### src/rtl/edge_thresh_adapt_pkg.sv
// Shared widths, defaults and FSM encoding for the adaptive edge-threshold stage.
package edge_thresh_adapt_pkg;

  localparam int MAG_W_DEF    = 8;
  localparam int PIX_W_DEF    = 17;
  localparam int GAIN_Q2_DEF  = 6;
  localparam int THR_INIT_DEF = 32;
  localparam int THR_MIN_DEF  = 16;
  localparam int THR_MAX_DEF  = 224;

  typedef enum logic [1:0] {
    ST_IDLE  = 2'd0,
    ST_DIV   = 2'd1,
    ST_SCALE = 2'd2
  } div_state_e;

  // Accumulator must hold a full frame of saturated-count magnitudes.
  function automatic int sum_width(input int mag_w, input int pix_w);
    return mag_w + pix_w;
  endfunction

endpackage

### src/rtl/edge_thresh_adapt_seq_udiv.sv
// Restoring unsigned divider: one quotient bit per cycle, DVD_W cycles after start, done pulses once.
module edge_thresh_adapt_seq_udiv #(
  parameter int DVD_W = 25,
  parameter int DVS_W = 17
) (
  input  logic             clk,
  input  logic             rst_n,
  input  logic             start_i,
  input  logic [DVD_W-1:0] dividend_i,
  input  logic [DVS_W-1:0] divisor_i,
  output logic             done_o,
  output logic [DVD_W-1:0] quotient_o
);

  localparam int CNT_W = $clog2(DVD_W + 1);

  logic [DVS_W-1:0] rem_q;
  logic [DVS_W-1:0] dvs_q;
  logic [DVD_W-1:0] quo_q;
  logic [CNT_W-1:0] cnt_q;
  logic             busy_q;
  logic             done_q;
  logic [DVS_W:0]   partial;
  logic             ge;

  // Remainder stays below the divisor, so the shifted partial fits in DVS_W+1 bits.
  assign partial = {rem_q, quo_q[DVD_W-1]};
  assign ge      = partial >= {1'b0, dvs_q};

  always_ff @(posedge clk or negedge rst_n) begin
    if (!rst_n) begin
      rem_q  <= '0;
      dvs_q  <= '0;
      quo_q  <= '0;
      cnt_q  <= '0;
      busy_q <= 1'b0;
      done_q <= 1'b0;
    end else begin
      done_q <= 1'b0;
      if (start_i && !busy_q) begin
        rem_q  <= '0;
        quo_q  <= dividend_i;
        dvs_q  <= divisor_i;
        cnt_q  <= CNT_W'(DVD_W);
        busy_q <= 1'b1;
      end else if (busy_q) begin
        rem_q <= ge ? DVS_W'(partial - {1'b0, dvs_q}) : partial[DVS_W-1:0];
        quo_q <= {quo_q[DVD_W-2:0], ge};
        cnt_q <= cnt_q - CNT_W'(1);
        if (cnt_q == CNT_W'(1)) begin
          busy_q <= 1'b0;
          done_q <= 1'b1;
        end
      end
    end
  end

  assign done_o     = done_q;
  assign quotient_o = quo_q;

endmodule

### src/rtl/edge_thresh_adapt.sv
// Binarizes edge magnitudes against a threshold re-derived each frame from 1.5x the mean magnitude.
module edge_thresh_adapt
  import edge_thresh_adapt_pkg::*;
#(
  parameter int MAG_W    = MAG_W_DEF,
  parameter int PIX_W    = PIX_W_DEF,
  parameter int GAIN_Q2  = GAIN_Q2_DEF,
  parameter int THR_INIT = THR_INIT_DEF,
  parameter int THR_MIN  = THR_MIN_DEF,
  parameter int THR_MAX  = THR_MAX_DEF
) (
  input  logic             clk,
  input  logic             rst_n,
  input  logic             edge_valid_i,
  input  logic [MAG_W-1:0] edge_magnitude_i,
  input  logic             frame_start_i,
  input  logic             frame_end_i,
  input  logic             thr_manual_en_i,
  input  logic [MAG_W-1:0] thr_manual_i,
  output logic             bin_valid_o,
  output logic [MAG_W-1:0] bin_pixel_o,
  output logic [MAG_W-1:0] thr_active_o,
  output logic             thr_update_o,
  output logic             div_busy_o,
  output logic             overrun_o
);

  localparam int SUM_W  = sum_width(MAG_W, PIX_W);
  localparam int PROD_W = SUM_W + 4;

  logic             bin_valid_q;
  logic [MAG_W-1:0] bin_pixel_q;
  logic [MAG_W-1:0] thr_active_q;
  logic             thr_update_q;
  logic [MAG_W-1:0] pend_q;
  logic             pend_vld_q;
  logic             overrun_q;
  logic [SUM_W-1:0] sum_q, sum_d, sum_cur;
  logic [PIX_W-1:0] cnt_q, cnt_d, cnt_cur;
  div_state_e       state_q, state_d;
  logic [MAG_W-1:0] thr_sel;
  logic             div_start;
  logic             div_done;
  logic [SUM_W-1:0] quotient;
  logic [PROD_W-1:0] prod;
  logic [MAG_W-1:0] thr_calc;

  assign thr_sel = thr_manual_en_i ? thr_manual_i : thr_active_q;

  // Frame start clears first, then the same-cycle pixel, then frame end snapshots the result.
  always_comb begin
    sum_cur = frame_start_i ? '0 : sum_q;
    cnt_cur = frame_start_i ? '0 : cnt_q;
    if (edge_valid_i && !(&cnt_cur)) begin
      sum_cur = sum_cur + SUM_W'(edge_magnitude_i);
      cnt_cur = cnt_cur + PIX_W'(1);
    end
    sum_d = frame_end_i ? '0 : sum_cur;
    cnt_d = frame_end_i ? '0 : cnt_cur;
  end

  assign div_start = frame_end_i && (state_q == ST_IDLE) && (cnt_cur != '0);

  always_comb begin
    state_d = state_q;
    case (state_q)
      ST_IDLE:  if (div_start) state_d = ST_DIV;
      ST_DIV:   if (div_done) state_d = ST_SCALE;
      ST_SCALE: state_d = ST_IDLE;
      default:  state_d = ST_IDLE;
    endcase
  end

  edge_thresh_adapt_seq_udiv #(
    .DVD_W (SUM_W),
    .DVS_W (PIX_W)
  ) u_div (
    .clk        (clk),
    .rst_n      (rst_n),
    .start_i    (div_start),
    .dividend_i (sum_cur),
    .divisor_i  (cnt_cur),
    .done_o     (div_done),
    .quotient_o (quotient)
  );

  // Clamp is evaluated on the Q2 product so the two fraction bits never need a separate shift.
  assign prod = PROD_W'(quotient) * PROD_W'(GAIN_Q2);

  always_comb begin
    if (prod < PROD_W'(THR_MIN * 4))
      thr_calc = MAG_W'(THR_MIN);
    else if (prod > PROD_W'(THR_MAX * 4 + 3))
      thr_calc = MAG_W'(THR_MAX);
    else
      thr_calc = prod[MAG_W+1:2];
  end

  always_ff @(posedge clk or negedge rst_n) begin
    if (!rst_n) begin
      bin_valid_q  <= 1'b0;
      bin_pixel_q  <= '0;
      thr_active_q <= MAG_W'(THR_INIT);
      thr_update_q <= 1'b0;
      pend_q       <= '0;
      pend_vld_q   <= 1'b0;
      overrun_q    <= 1'b0;
      sum_q        <= '0;
      cnt_q        <= '0;
      state_q      <= ST_IDLE;
    end else begin
      bin_valid_q  <= edge_valid_i;
      bin_pixel_q  <= (edge_valid_i && (edge_magnitude_i >= thr_sel)) ? '1 : '0;
      sum_q        <= sum_d;
      cnt_q        <= cnt_d;
      state_q      <= state_d;
      thr_update_q <= 1'b0;
      if (frame_start_i && pend_vld_q) begin
        thr_active_q <= pend_q;
        thr_update_q <= 1'b1;
        pend_vld_q   <= 1'b0;
      end
      // A fresh result lands after any same-cycle apply, so it waits for the following frame.
      if (state_q == ST_SCALE) begin
        pend_q     <= thr_calc;
        pend_vld_q <= 1'b1;
      end
      if (frame_end_i && (state_q != ST_IDLE))
        overrun_q <= 1'b1;
    end
  end

  assign bin_valid_o  = bin_valid_q;
  assign bin_pixel_o  = bin_pixel_q;
  assign thr_active_o = thr_active_q;
  assign thr_update_o = thr_update_q;
  assign div_busy_o   = (state_q != ST_IDLE);
  assign overrun_o    = overrun_q;

endmodule

### config.mk
export PLATFORM = sky130hd
export DESIGN_NAME = edge_thresh_adapt
export DESIGN_NICKNAME = d
export VERILOG_FILES = /design/src/rtl/edge_thresh_adapt_pkg.sv /design/src/rtl/edge_thresh_adapt_seq_udiv.sv /design/src/rtl/edge_thresh_adapt.sv
export SDC_FILE = /design/constraint.sdc
export NUM_CORES = 1
export LEC_CHECK = 0
export CAP_MARGIN = 5
export CORE_ASPECT_RATIO = 0.5
export CORE_UTILIZATION = 35
export CTS_CLUSTER_DIAMETER = 100
export DETAILED_ROUTE_END_ITERATION = 16
export MAX_ROUTING_LAYER = met4
export PLACE_DENSITY = 0.53
export SLEW_MARGIN = 20
export SYNTH_ARGS = -nofsm -noshare
export SYNTH_HDL_FRONTEND = slang
export SYNTH_SLANG_ARGS = --single-unit
### constraint.sdc
create_clock -name clk -period 4.83 [get_ports clk]
set_input_delay 0.966 -clock clk [delete_from_list [all_inputs] [get_ports clk]]
set_output_delay 0.966 -clock clk [all_outputs]
set_load 0.02 [all_outputs]
==> flow_metrics.py <==
metrics = {
    "outcome": {
        "status": "complete, no violations",
    },
    "clocking": {
        "postCtsResizedCells": 0,
        "cts_buffer_depth": 2,
        "numCtsBuffers": 17,
        "clk_latency_ns": 0.42,
        "cts_tree": "done",
        "htreeDepth": 4,
        "cts.sinks": 131,
        "post_cts_buffers": 0,
        "clk_pin_slew_ns": 0.06,
        "clockRootBuffer": "clkbuf_16",
        "hold_buffers": 0,
    },
    "die": {
        "die_y_um": 116,
        "row_count": 41,
        "die_width_um": 229,
        "io-pin-count": 42,
        "dieArea_um2": 26500,
        "start_util_pct": 35.7,
        "core_um2": 25300,
    },
    "yosys": {
        "async_reset_ff_share_pct": 100,
        "synth-xor-area-share_pct": 5.82,
        "synthFlopType": "dfrtp_1",
        "synth_edf_count": 0,
        "synth_compound_area_share_pct": 18.2,
        "ys_seq_area_share_pct": 36.3,
        "synth.distinct_cells": 76,
        "synth-adder-area-share_pct": 9.25,
        "muxShareOfSynthArea_pct": 6.29,
        "yosys_warnings": 0,
        "syn_area_um2": 9030,
        "synth_fp_nets": 1084,
        "synth_seq_cells": 131,
        "synth-simple-area-share_pct": 19.1,
        "synth_cells": 997,
        "avgSynthCellArea_um2": 9.06,
        "synth_top_family_by_area": "simple AND/OR/NAND/NOR gates",
    },
    "setup_path": {
        "cp.arrival_ns": 4.48,
        "path_delay_family": "simple AND/OR/NAND/NOR gates",
        "start_kind": "input pin",
        "max_stage_delay_ns": 0.52,
        "slowest_stage": "or4_4",
        "cp_data_required_time_ns": 5.14,
        "cpMostUsedCell": "ha_1",
        "path_class": "input pin to register",
        "path_cells": "buf_2 > nor2b_1 > ha_1 > and4b_1 > nand3_1 > nor2_1 > ha_1 > nand2b_1 > or4_4 > or3_1 > a41oi_1 > a21oi_1 > nand3_2 > o21ba_1 > buf_4 > mux2i_1 > mux2_2",
        "critPathBufInv": 2,
        "end_kind": "register",
        "crit_path_max_fanout": 27,
    },
    "routing": {
        "drc": 0,
        "routed_wirelength_um": 22200,
        "wl_per_cell_um": 16.1,
        "num_vias": 7290,
        "first_pass_iters": 5,
        "ant_nets": 0,
        "drt-initial-drc-count": 477,
        "avgViaCountPerCell": 5.27,
    },
    "pwr": {
        "peakVddDrop_v": 0.000269,
        "seq_power_share_pct": 23.8,
        "p_leak_nw": 4.68,
        "clockPowerShare_pct": 22.8,
        "pwr-share-comb_pct": 53.3,
        "switchingPower_mw": 2.83,
        "p_int_mw": 3.89,
        "power.density_nw_per_um2": 643,
        "switching_share_pct": 42.1,
    },
    "timing": {
        "setup_viol": 0,
        "fin_tns_setup_ns": 0,
        "drv_slew": 0,
        "clock_skew_ns": 0.0123,
        "fmax_mhz": 240,
        "slew_headroom_pct": 36.1,
        "post-route-period-util_pct": 86.4,
        "worstMarginPinSlew_ns": 0.958,
        "fin_ws_ns": 0.656,
        "rsz0062_at_grt": "no",
        "hold_violations": 0,
        "period_needed_ns": 4.17,
    },
    "global_routing": {
        "antenna_found_initial": 0,
        "grt_pass1_wl_um": 37000,
        "grt-ovfl-total": 0,
        "grt_max_degree": 105,
        "grt_pass1_vias": 7217,
        "grt_usage_pct": 18.1,
    },
    "cells_and_area": {
        "drive_above_1_share_pct": 8.75,
        "nFillCells": 2477,
        "fin_nets": 1114,
        "antenna_cells": 0,
        "area_delta_synth_final_pct": 15.7,
        "instances_no_fill": 1384,
    },
    "place": {
        "dp_cells": 1352,
        "dpl.hpwl_um": 16300,
        "dpl_worst_slack_ns": 0.252,
        "numPortBuffers": 41,
        "gp_congestion": 0.873,
    },
    "job": {
        "maxCapViolCount": 0,
    },
    "hold_path": {
        "worstHoldPathType": "register to register",
    },
}
state kept, by name (all words and copies together), names as in the netlist:
name / count
bin_pixel_o: 1
bin_valid_o: 1
cnt_q: 17
overrun_o: 1
pend_q: 8
pend_vld_q: 1
state_q: 2
sum_q: 25
thr_active_o: 8
thr_update_o: 1
u_div.busy_q: 1
u_div.cnt_q: 5
u_div.done_o: 1
u_div.dvs_q: 17
u_div.quotient_o: 25
u_div.rem_q: 17
logic make-up after synthesis:
| kind of cell | after synthesis |
|---|---|
| AOI/OAI and AO/OA | 240 |
| buffers and inverters | 100 |
| xor gates and xnor gates | 60 |
| and+or+nand+nor | 346 |
| DFF | 131 |
| adders and majority gates | 65 |
| muxes | 55 |
layer usage:
layer / vias to the layer above / GRT usage (%) / wire length (um)
met4: 0 / 5.29 / 330
met1: 3565 / 24.6 / 11600
met3: 20 / 3.13 / 396
met5: - / - / 0
li1: 3630 / - / -
met2: 75 / 27.7 / 9890
power groups by stage:
stage	registers, mW	clock network [mW]	logic [mW]
3_3_place_gp	1.61	0	3.49
6_report	1.60	1.53	3.58
5_1_grt	1.64	1.61	4.01
4_1_cts	1.60	1.56	3.57
2_1_floorplan	1.54	0	2.82
3_5_place_dp	1.62	0	3.54
cell usage in the layout, fill, tap and decap left out, types with 9 or more instances in the layout:
| master | instances |
|---|---|
| ha_1 | 62 |
| nor2b_1 | 29 |
| nand2b_1 | 13 |
| inv_1 | 49 |
| a22oi_1 | 9 |
| nor3_1 | 17 |
| a21o_1 | 26 |
| xnor2_1 | 32 |
| o21ai_0 | 39 |
| nor2_1 | 92 |
| xor2_1 | 28 |
| clkbuf_16 | 17 |
| nand2_1 | 98 |
| o2bb2ai_1 | 14 |
| o21ai_1 | 17 |
| nand4_1 | 15 |
| clkdlybuf4s50_1 | 39 |
| or3_1 | 12 |
| buf_4 | 19 |
| a21oi_1 | 52 |
| and3_1 | 11 |
| dfrtp_1 | 130 |
| mux2i_1 | 41 |
| nand3_1 | 20 |
| mux2_2 | 14 |
synthesized netlist by cell type, types with 26 or more instances:
| master | number | area [um^2] |
|---|---|---|
| xnor2_1 | 32 | 280 |
| dfrtp_1 | 130 | 3250 |
| inv_1 | 49 | 184 |
| clkbuf_1 | 26 | 97.6 |
| ha_1 | 62 | 776 |
| nor2_1 | 92 | 345 |
| o21ai_0 | 39 | 195 |
| nand2_1 | 98 | 368 |
| xor2_1 | 28 | 245 |
| a21o_1 | 26 | 195 |
| a21oi_1 | 53 | 265 |
| mux2i_1 | 41 | 410 |
| nor2b_1 | 29 | 181 |
final cells by class:
cell class	count	area (um^2)	share of cell area (%)
multi-input combinational	766	5300	50.7
clock buffer	19	443	4.24
clock inverter	13	255	2.44
timing repair buffer	60	549	5.26
sequential	131	3280	31.4
inverter	51	191	1.83
tap	344	430	4.12
per-stage QoR:
| step | hold WS, ns | power [mW] | cell area [um^2] | utilization [%] |
|---|---|---|---|---|
| finish | 0.455 | 6.72 | 10500 | 41.3 |
| global route | 0.479 | 7.26 | 10500 | 41.3 |
| CTS | 0.458 | 6.74 | 10500 | 41.3 |
| detailed placement | 0.444 | 5.16 | 9750 | 38.6 |
| global placement | 0.438 | 5.10 | 9750 | 38.6 |
| floorplan | 0.413 | 4.36 | 9030 | - |
worst paths after layout:
check	from	end	slack (ns)	cells past startpoint
max in group asynchronous	rst_n	thr_active_o[5]	3.15	2
min in group asynchronous	rst_n	u_div.rem_q[9]	0.68	1
setup reg to reg	cnt_q[0]	u_div.quotient_o[1]	0.86	16
hold reg to reg	overrun_o	overrun_o	0.45	1
hold / removal	overrun_o	overrun_o	0.45	1
setup / recovery	frame_start_i	u_div.quotient_o[1]	0.66	17
worst register-to-register path, stage by stage, from the launching register on:
cell and delay, ns:
dfrtp_1 0.40, nor2b_1 0.16, ha_1 0.20, and4b_1 0.21
nand3_1 0.08, nor2_1 0.05, ha_1 0.20, nand2b_1 0.20
or4_4 0.52, or3_1 0.34, a41oi_1 0.29, a21oi_1 0.09
nand3_2 0.14, o21ba_1 0.20, buf_4 0.35, mux2i_1 0.14
mux2_2 0.28
Note: power is estimated with default switching activity, not from simulation.
